### src/rtl/countdown_pkg.sv
// Shared types and helpers for the loadable multi-digit countdown timer.
package countdown_pkg;

    typedef enum logic [1:0] {
        IDLE  = 2'd0,
        RUN   = 2'd1,
        PAUSE = 2'd2,
        DONE  = 2'd3
    } state_t;

    // The prescaler is sized for the default 1 s tick at 50 MHz. Any divider
    // up to this value fits. A larger divider needs this width raised.
    localparam int unsigned TICK_DIV_MAX = 50_000_000;
    localparam int          PRESC_W      = $clog2(TICK_DIV_MAX);

    // A loaded digit value outside 0..radix-1 is forced to radix-1.
    function automatic int unsigned clamp_digit(input int unsigned value,
                                                input int unsigned radix);
        return (value >= radix) ? radix - 1 : value;
    endfunction

endpackage

### src/rtl/countdown_timer_mod_n_down.sv
// One mod-N down-counting digit; borrow_o enables the next more significant digit.
module mod_n_down
    import countdown_pkg::*;
#(
    parameter int DW = 4,
    parameter int N  = 10
) (
    input  logic          clk,
    input  logic          rst,
    input  logic          load_i,
    input  logic [DW-1:0] load_value_i,
    input  logic          enable_i,
    output logic [DW-1:0] count_o,
    output logic          borrow_o
);

    always_ff @(posedge clk) begin
        if (rst) begin
            count_o <= '0;
        end else if (load_i) begin
            count_o <= DW'(clamp_digit(32'(load_value_i), N));
        end else if (enable_i) begin
            count_o <= (count_o == '0) ? DW'(N - 1) : count_o - DW'(1);
        end
    end

    // A digit at zero that is asked to decrement wraps and borrows upward.
    assign borrow_o = enable_i & (count_o == '0);

endmodule

### src/rtl/countdown_timer.sv
// Multi-digit down-counter with tick prescaler and IDLE/RUN/PAUSE/DONE control.
module countdown_timer
    import countdown_pkg::*;
#(
    parameter int DIGITS   = 4,
    parameter int DW       = 4,
    parameter int N        = 10,
    parameter int TICK_DIV = 50_000_000
) (
    input  logic                 clk_50MHz_i,
    input  logic                 rst_sync_i,
    input  logic                 load_i,
    input  logic [DIGITS*DW-1:0] load_value_i,
    input  logic                 start_i,
    input  logic                 pause_i,
    output logic [DIGITS*DW-1:0] count_o,
    output logic                 running_o,
    output logic                 expired_o,
    output logic                 expired_pulse_o
);

    state_t               state, state_n;
    logic [PRESC_W-1:0]   presc, presc_n;
    logic                 pulse_n;
    logic                 tick;
    logic                 tick_en;
    logic                 count_zero;
    logic                 last_tick;
    logic [DIGITS:0]      enable_chain;
    logic                 unused_borrow;

    assign tick       = (presc == PRESC_W'(TICK_DIV - 1));
    assign count_zero = (count_o == '0);
    // Digit 0 at 1 with every higher digit at 0: the next tick reaches zero.
    assign last_tick  = (count_o == (DIGITS*DW)'(1));

    always_comb begin
        state_n = state;
        presc_n = presc;
        pulse_n = 1'b0;
        tick_en = 1'b0;
        if (load_i) begin
            state_n = IDLE;
            presc_n = '0;
        end else begin
            case (state)
                IDLE: begin
                    if (start_i) begin
                        if (count_zero) begin
                            state_n = DONE;
                            pulse_n = 1'b1;
                        end else begin
                            state_n = RUN;
                            presc_n = '0;
                        end
                    end
                end
                RUN: begin
                    // Pause beats a coincident tick; the prescaler holds at TICK_DIV-1
                    // so the lost tick fires on the first cycle after resume.
                    if (pause_i) begin
                        state_n = PAUSE;
                    end else if (tick) begin
                        tick_en = 1'b1;
                        presc_n = '0;
                        if (last_tick) begin
                            state_n = DONE;
                            pulse_n = 1'b1;
                        end
                    end else begin
                        presc_n = presc + PRESC_W'(1);
                    end
                end
                PAUSE: begin
                    if (start_i) state_n = RUN;
                end
                DONE: ;
                default: state_n = IDLE;
            endcase
        end
    end

    always_ff @(posedge clk_50MHz_i) begin
        if (rst_sync_i) begin
            state           <= IDLE;
            presc           <= '0;
            running_o       <= 1'b0;
            expired_o       <= 1'b0;
            expired_pulse_o <= 1'b0;
        end else begin
            state           <= state_n;
            presc           <= presc_n;
            running_o       <= (state_n == RUN);
            expired_o       <= (state_n == DONE);
            expired_pulse_o <= pulse_n;
        end
    end

    assign enable_chain[0] = tick_en;

    generate
        for (genvar k = 0; k < DIGITS; k++) begin : g_digit
            mod_n_down #(
                .DW (DW),
                .N  (N)
            ) u_digit (
                .clk          (clk_50MHz_i),
                .rst          (rst_sync_i),
                .load_i       (load_i),
                .load_value_i (load_value_i[k*DW +: DW]),
                .enable_i     (enable_chain[k]),
                .count_o      (count_o[k*DW +: DW]),
                .borrow_o     (enable_chain[k+1])
            );
        end
    endgenerate

    // The top digit's borrow never fires: DONE is entered before the count could wrap.
    assign unused_borrow = enable_chain[DIGITS];

endmodule

### config.mk
export PLATFORM = sky130hd
export DESIGN_NAME = countdown_timer
export DESIGN_NICKNAME = d
export VERILOG_FILES = /design/src/rtl/countdown_pkg.sv /design/src/rtl/countdown_timer_mod_n_down.sv /design/src/rtl/countdown_timer.sv
export SDC_FILE = /design/constraint.sdc
export NUM_CORES = 1
export LEC_CHECK = 0
export CAP_MARGIN = 20
export CORE_MARGIN = 5
export CORE_UTILIZATION = 50
export CTS_BUF_LIST = sky130_fd_sc_hd__clkbuf_8
export DETAILED_ROUTE_END_ITERATION = 7
export GPL_TIMING_DRIVEN = 0
export PLACE_DENSITY = 0.78
export SYNTH_ARGS = -nofsm -noshare
export SYNTH_HDL_FRONTEND = slang
export SYNTH_HIERARCHICAL = 1
export SYNTH_SLANG_ARGS = --single-unit
### constraint.sdc
create_clock -name clk_50MHz_i -period 4.4 [get_ports clk_50MHz_i]
set_input_delay 1.1 -clock clk_50MHz_i [delete_from_list [all_inputs] [get_ports clk_50MHz_i]]
set_output_delay 1.1 -clock clk_50MHz_i [all_outputs]
set_load 0.05 [all_outputs]
## After elaboration in Yosys (flattened, before gate mapping)

Cells that the tools add are included.

- Register bits after elaboration: 47
- Input port bits: 21

- Add/sub/neg operators: 5
- $lt $le $gt $ge: 4
- Equality and inequality tests: 9
- Multiplexer cells: 39
- Bitwise operators: 3
- Reduce and logical (&&, ||, !) cells: 13

Operators with widths:

| kind | number |
|---|---|
| 2-to-1 mux 26 bit | 4 |
| 2-to-1 mux 4 bit | 16 |
| case mux 26 bit (2 select lines) | 1 |
| adder 26 x 1 -> 26 bit, second input constant | 1 |
| == test 26 bit, second input constant | 1 |
| == test 16 x 1 -> 1 bit, second input constant | 1 |
| >= comparator 4 bit, second input constant | 4 |
| zero test 16 bit | 1 |
| zero test 4 bit | 4 |
| subtractor 4 x 1 -> 4 bit, second input constant | 4 |
| 2-to-1 mux 2 bit | 7 |
| nonzero test 2 bit | 5 |
| 2-to-1 mux 1 bit | 9 |
| inequality test 2 bit, second input constant | 3 |
| case mux 2 bit (3 select lines) | 1 |
| == test 2 x 1 -> 1 bit, second input constant | 2 |
| == test 2 bit, second input constant | 2 |
| AND reduction 4 bit | 1 |
| bitwise AND 1 bit | 3 |
| zero test 2 bit | 1 |
| case mux 1 bit (2 select lines) | 1 |
| OR reduction 2 bit | 1 |

## Logic depth before layout (Yosys ltp)

- Word-level depth: 10
- Depth in mapped cells: 14
- Mapped depth without buffers: 14

## Cells and area by module

Netlist, hierarchy kept.

By module, submodules not included:

| module | instances | cells an instance | area each (µm²) |
|---|---|---|---|
| countdown_timer | 1 | 200 | 1727.9 |
| mod_n_down | 4 | 26 | 211.5 |

## Worst setup path after synthesis

Ideal clock, no wire load.

- Kind: in2reg
- From: in load_i
- To: reg g_digit[3].u_digit.count_o[1]
- Setup time: 0.074 ns
- Data arrival time: 4.597 ns
- Path slack: -0.271 ns
- Stages on the path: 10
- Cell sequence: nor4_1 -> or3b_1 -> nor3_1 -> or3b_1 -> nor3_1 -> or3b_1 -> nor3_1 -> or3b_1 -> or3_1 -> a31oi_1

- Word-level cells in the longest chain between the ends: 5
- Elaborated cells between the ends (all ways): 6

Ends and longest elaborated chain:

| item | RTL line | text |
|---|---|---|
| from (decl) | countdown_timer.sv:12 | `input logic load_i,` |
| 2-to-1 mux 1 bit | countdown_timer.sv:42 | `if (load_i) begin` |
| bitwise AND 1 bit | countdown_timer_mod_n_down.sv:28 | `assign borrow_o = enable_i & (count_o == '0);` |
| named net enable_chain[1] | countdown_timer.sv:29 | `logic [DIGITS:0] enable_chain;` |
| bitwise AND 1 bit | countdown_timer_mod_n_down.sv:28 |  |
| named net enable_chain[2] | countdown_timer.sv:29 |  |
| bitwise AND 1 bit | countdown_timer_mod_n_down.sv:28 |  |
| named net enable_chain[3] | countdown_timer.sv:29 |  |
| nonzero test 2 bit (no line) | - |  |
| to (signal assigned) | countdown_timer_mod_n_down.sv:21 | `count_o <= DW'(clamp_digit(32'(load_value_i), N));` |
| to (signal assigned) | countdown_timer_mod_n_down.sv:23 | `count_o <= (count_o == '0) ? DW'(N - 1) : count_o - DW'(1);` |
| to (decl) | countdown_timer_mod_n_down.sv:13 | `output logic [DW-1:0] count_o,` |

The timed path passes the listed nets, and every way through them passes these cells.
A chain may end at the register's enable or synchronous reset.

## Worst setup path in the final report

- From: in load_i
- To: reg g_digit[3].u_digit.count_o[1]

- Word-level cells in the longest chain between the ends: 5
- Elaborated cells between the ends (all ways): 6

Ends and longest elaborated chain:

| item | RTL line |
|---|---|
| 2-to-1 mux 1 bit | countdown_timer.sv:42 |
| named net enable_chain[0] | countdown_timer.sv:29 |
| bitwise AND 1 bit | countdown_timer_mod_n_down.sv:28 |
| named net enable_chain[1] | countdown_timer.sv:29 |
| bitwise AND 1 bit | countdown_timer_mod_n_down.sv:28 |
| named net enable_chain[2] | countdown_timer.sv:29 |
| bitwise AND 1 bit | countdown_timer_mod_n_down.sv:28 |
| named net enable_chain[3] | countdown_timer.sv:29 |
| nonzero test 2 bit (no line) | - |

The timed path passes the listed nets, and every way through them passes these cells.

==> metrics <==
Final HPWL DP around 4800 um; switching power total between 0.2 and 0.25 mW; Worst Setup End Kind register; global-route wire length before repair roughly 11000 um; vias in the first global route approximately 2400; deepest clock path buffer count 2; Setup Skew approximately 0.011 ns; Synth area leaders dfxtp_1, a21oi_1, or4_1, nand2_1, o31ai_1; share of layout cells above drive strength 1 16.4%; most common library cells after synthesis dfxtp_1, a21oi_1, nand2_1; EDFF count, synth 0; crit path to g_digit[3].u_digit/count_o[1]; met2 Use GR 34.2%; sequential cell fraction of total power 53.8%; Placer Congestion about 0.84; worst vdd ir between 0.00015 and 0.0002 V; min cycle time layout around 4.3 ns; post-synth top area share between 30% and 40%; worst min path class register to register; die area 6680 um2; fin area roughly 3300 um2; Final setup viols 0; top-count cell post-synth dfxtp_1; DIE HEIGHT 81.7 um; gr usage total between 20% and 30%; max cap viols 0; Sw Share a little under 30%; Placed Instances approximately 410; endpoints failing hold 0; register area share after synthesis 36.6%; DR pass1 iterations 4; Yosys cell types between 50 and 60; clock-pin slew on the worst setup and hold paths roughly 0.090 ns; Die W 81.7 um; critical path required time between 4 and 5 ns; largest net degree at the start of global routing 23; Synth Flop Type dfxtp_1; final global-route overflow total 0; Synth warnings 6; GRT busiest layer met2; Root Buffer clkbuf_8; Worst slew margin between 50% and 60%; pwr dens between 200 and 300 nW/um2; Worst EP arrival between 4 and 5 ns; Reg2Reg Depth 13; port buffer count 39; Register Area about 950 um2; ys async rst share 0%; clock latency on the worst-skew pair approximately 0.30 ns; vias roughly 2600; kind of critical path input pin to register; core area 5040 um2; TritonCTS clock tree done; Synth area leader dfxtp_1; Nets 381; clk sinks 47; clock share of power approximately 29%; Crit Path Max Fanout 22; met3 usage about 3.6%; max frequency around 0.23 GHz; Mapped Nets between 300 and 400; Final period util a little over nine tenths; Antenna Cells 0; crit path from load_i; Worst R2R End g_digit[3].u_digit/count_o[1]; Synth-to-Final Area Change 28.1%; I/O Pins 40; P_leak ~1 nW; Via density 6.00; Int Pwr 0.601 mW; Starting Density 51.0%; hold path startpoint presc[25]; register bit count reported by yosys 47; Layout Cells excl Fill 430; GR Layer Usage met1 between 20 and 30%; multi-input combinational cell area ~1600 um2; initial antenna violation count 0; CTS buffer count 5; 1st-iter DRT viols between 150 and 200; Slew Viols, Final 0; hold_ws a little under 0.5 ns; Antenna Nets Post-Route 0; critical path launch point type input pin; filler instances roughly 420; status complete, no violations; reg2reg setup slack between 0.1 and 0.15 ns; Comb power frac 17.0%; htree depth 2; Worst Tran Pin Value 0.679 ns; WL/cell 15.6 um; Post-DP Area approximately 3100 um2; final core utilization between 60% and 70%; Synth Cell Area roughly 2600 um2; Post-Synthesis Cells 304; syn avg cell area between 8 and 9 um2; drc violations 0; drt total wl about 6700 um; row cnt 26; Reg-to-Reg Start presc[18]
## worst max-delay path: stages
cell and delay [ns]:
buf_2 0.24, nor4_4 0.39, or3b_4 0.45, nor3_4 0.20
or3b_4 0.42, nor3_4 0.19, or3b_4 0.43, nor3_4 0.19
or3b_4 0.41, or3_1 0.35, a31oi_1 0.16
## power groups by stage
stage,sequential (mW),combinational (mW),clock [mW]
finish,0.457,0.144,0.249
global route,0.459,0.155,0.279
CTS,0.456,0.144,0.255
detailed placement,0.464,0.144,0
global placement,0.464,0.142,0
floorplan,0.494,0.0545,0
## sequential cells by signal (all words and copies together) (netlist names)
signal                   flops
g_digit.u_digit/count_o     16
presc                       26
expired_pulse_o              1
state                        2
running_o                    1
expired_o                    1
## kinds of logic (layout without fill, tap and decap cells)
family,count (synthesis),after routing,share of synthesized area (%)
AND/OR/NAND/NOR,144,144,34.8
flip-flops,47,47,36.6
XOR/XNOR,7,7,2.38
buffers and inverters,20,76,3.99
AO/OA/AOI/OAI,85,85,21.8
adder cells (fa/ha/maj),1,1,0.486
## metrics by stage
stage | power (mW) | setup slack [ns] | TNS [ns]
after floorplan | 0.548 | 0.0358 | 0
after global placement | 0.607 | -1.40 | -6.71
after detailed placement | 0.608 | -1.55 | -7.83
after CTS | 0.856 | 0.00989 | 0
after global routing | 0.893 | -0.0130 | -0.0130
final | 0.850 | 0.101 | 0
## how the worst min path moves through the flow
stage | slack [ns] | cells past startpoint | endpoint
global placement | 0.47 | 2 | presc[25]
floorplan | 0.45 | 2 | presc[25]
global route | 0.52 | 2 | presc[18]
detailed placement | 0.48 | 2 | presc[25]
CTS | 0.49 | 2 | presc[25]
finish | 0.49 | 2 | presc[25]
## layout make-up
class | count | area share (%)
multi-input cells | 237 | 49.3
clock buffers | 5 | 2.09
inverters | 11 | 1.25
well taps | 70 | 2.66
flip-flops and latches | 47 | 28.7
plain buffers | 9 | 1.86
clock inverters | 3 | 0.380
repair buffers | 48 | 13.7
## layer usage
layer / routed length (um) / part of all wire, % / up-vias
met3: 261 / 3.9 / 15
li1: - / - / 1282
met4: 146 / 2.2 / 0
met2: 3200 / 48 / 61
met5: 0 / 0 / -
met1: 3100 / 46 / 1222
## what timing repair did
action                                  in CTS  in global routing
hold buffers                                 0                  0
endpoints found under the hold margin        0                  0
gates resized for setup                     21                  6
pin swaps                                    5                  3
setup buffers                                6                  3
endpoints found under the setup margin       8                  3
## cells in the final DEF (no fill, tap or decap), types with 5 or more instances in the layout
cell type,Yosys,routed
o21ai_0,8,8
or3_1,12,12
nand3_1,14,14
xnor2_1,6,6
o31ai_1,11,11
inv_1,11,13
nor2_1,17,17
nor4b_1,5,5
a21oi_1,32,32
or4_1,12,11
a31oi_1,6,6
nand4_1,12,12
clkbuf_8,0,5
dfxtp_2,0,5
nand2_1,22,21
a311oi_1,5,5
clkdlybuf4s50_1,0,37
buf_4,5,14
dfxtp_1,47,42
nor2b_1,5,5
o21ai_1,6,6
No activity file was read; power rests on OpenSTA's default activity.
==> variant (same settings) <==
Put a register stage on the output `count_o`, without a reset. The value now appears one clock later. The other outputs are not delayed to match.
--- a/src/rtl/countdown_timer.sv
+++ b/src/rtl/countdown_timer.sv
@@ -19,6 +19,8 @@
     output logic                 expired_pulse_o
 );
 
+    logic [DIGITS*DW-1:0] count_d;
+
     state_t               state, state_n;
     logic [PRESC_W-1:0]   presc, presc_n;
     logic                 pulse_n;
@@ -30,9 +32,9 @@
     logic                 unused_borrow;
 
     assign tick       = (presc == PRESC_W'(TICK_DIV - 1));
-    assign count_zero = (count_o == '0);
+    assign count_zero = (count_d == '0);
     // Digit 0 at 1 with every higher digit at 0: the next tick reaches zero.
-    assign last_tick  = (count_o == (DIGITS*DW)'(1));
+    assign last_tick  = (count_d == (DIGITS*DW)'(1));
 
     always_comb begin
         state_n = state;
@@ -109,7 +111,7 @@
                 .load_i       (load_i),
                 .load_value_i (load_value_i[k*DW +: DW]),
                 .enable_i     (enable_chain[k]),
-                .count_o      (count_o[k*DW +: DW]),
+                .count_o      (count_d[k*DW +: DW]),
                 .borrow_o     (enable_chain[k+1])
             );
         end
@@ -118,5 +120,9 @@
     // The top digit's borrow never fires: DONE is entered before the count could wrap.
     assign unused_borrow = enable_chain[DIGITS];
 
+    always_ff @(posedge clk_50MHz_i) begin
+        count_o <= count_d;
+    end
+
 endmodule
 
Formal check against the unedited RTL: not equivalent (Yosys sat finds a counterexample within 4 cycles, from zero or initial values and one cycle with rst_sync_i high).
==> variant against the unedited design <==
  * Cell count rose by 9.1%
  * Design area rose by 19%
  * Wire length rose by 15%
  * Sequential cell count rose by 16
  * Area after synthesis rose by 20%
  * Critical path type is now reg -> reg
  * Setup slack improved by 94 ps
  * Clock power rose by 130%
  * Largest power group unchanged
  * Combinational power rose by 14%
  * Power rose by 58%
  * Synthesized cell count rose by 9.5%
  * Clock skew fell by 5.4 ps
==> variant: results (changes against the unedited design) <==
Parameter                              Value

Critical path
  Data arrival time at the worst-slack endpoint    4450 ps (-70 ps)
  Kind of start point of the critical path    register
  Biggest fanout along the worst timing path    6 (-73%)
  Register-to-Register Path Depth    14 (+1)

Placement
  HPWL after DPL    5290 um (+11%)
  GP Congestion    0.877 (+4.6%)

Global route
  Via count of the first global-routing pass    2,729 (+14%)
  Global routing usage summed across all routing layers    0.213 (+0.00116)
  Met3 track demand over resource    0.0521 (+0.0160)
  Wire length of the first global-routing pass    13,000 um (+16%)
  Pin count of the biggest net entering global routing    24 (+4.3%)
  Global routing usage on met1    0.266 (-0.0159)

Synth
  Post-Synthesis Net Count    355 (+8.9%)
  Number of cells produced by synthesis    333 (+9.5%)
  Leading post-synthesis cells by instance count    sky130_fd_sc_hd__dfxtp_1, sky130_fd_sc_hd__a21oi_1, sky130_fd_sc_hd__nand2_1, sky130_fd_sc_hd__nor2_1, sky130_fd_sc_hd__nand3_1

Power
  Max IR drop VDD    0.000215 V (+31%)
  LEAKAGE    1.30 nW (+28%)
  Clock group power    563 uW (+130%)
  Total power draw    1.34 mW (+58%)

CTS
  TritonCTS Buffers    9 (+4)
  Setup Fix Bufs, Post-CTS    4 (-2)
  Maximum level of the CTS H-tree    3 (+1)
  Cells resized by post-CTS repair    16 (-24%)
  Post-CTS clock slew at the launch and capture registers of the worst setup and hold paths    70 ps (-20 ps)

Layout
  Largest regs    presc x26, count_o x16, g_digit.u_digit/count_o x16
  Net count reported at finish    411 (+7.9%)
  Share of layout cells above drive strength 1    0.168 (+0.00362)

Detailed routing
  First DRT Iteration DRCs    201 (+18%)
  Met3 wirelength from detailed routing    447 um (+71%)
  Met2 wire length    3860 um (+21%)

Run status
  Result of the run    completed
-- variant: final cells by class --
cell class                      count  area (um2)
Timing Repair Buffer               45         425
Multi-Input combinational cell    245        1780
Tap cell                           75        93.8
Fill cell                         522        2050
Sequential cell                    63        1260
Inverter                           14        52.6
Clock buffer                       11         151
Buffer                             11        70.1
Clock inverter                      5        72.6
-- variant: worst paths after layout --
| check | to | slack [ps] |
|---|---|---|
| max | g_digit[3].u_digit/count_o[1]$_SDFFE_PP0P_ | 200 |
| min | count_o[13]$_DFF_P_ | 430 |
| max reg2reg | g_digit[3].u_digit/count_o[1]$_SDFFE_PP0P_ | 200 |
| min reg2reg | count_o[13]$_DFF_P_ | 430 |
-- variant: kinds of logic after synthesis --
logic type / Yosys count / synth area share
and+or+nand+nor: 150 / 0.322
AOI/OAI and AO/OA: 80 / 0.183
DFF: 63 / 0.408
buffers and inverters: 25 / 0.0397
xor gates and xnor gates: 9 / 0.0255
muxes: 5 / 0.0178
adders and majority gates: 1 / 0.00405
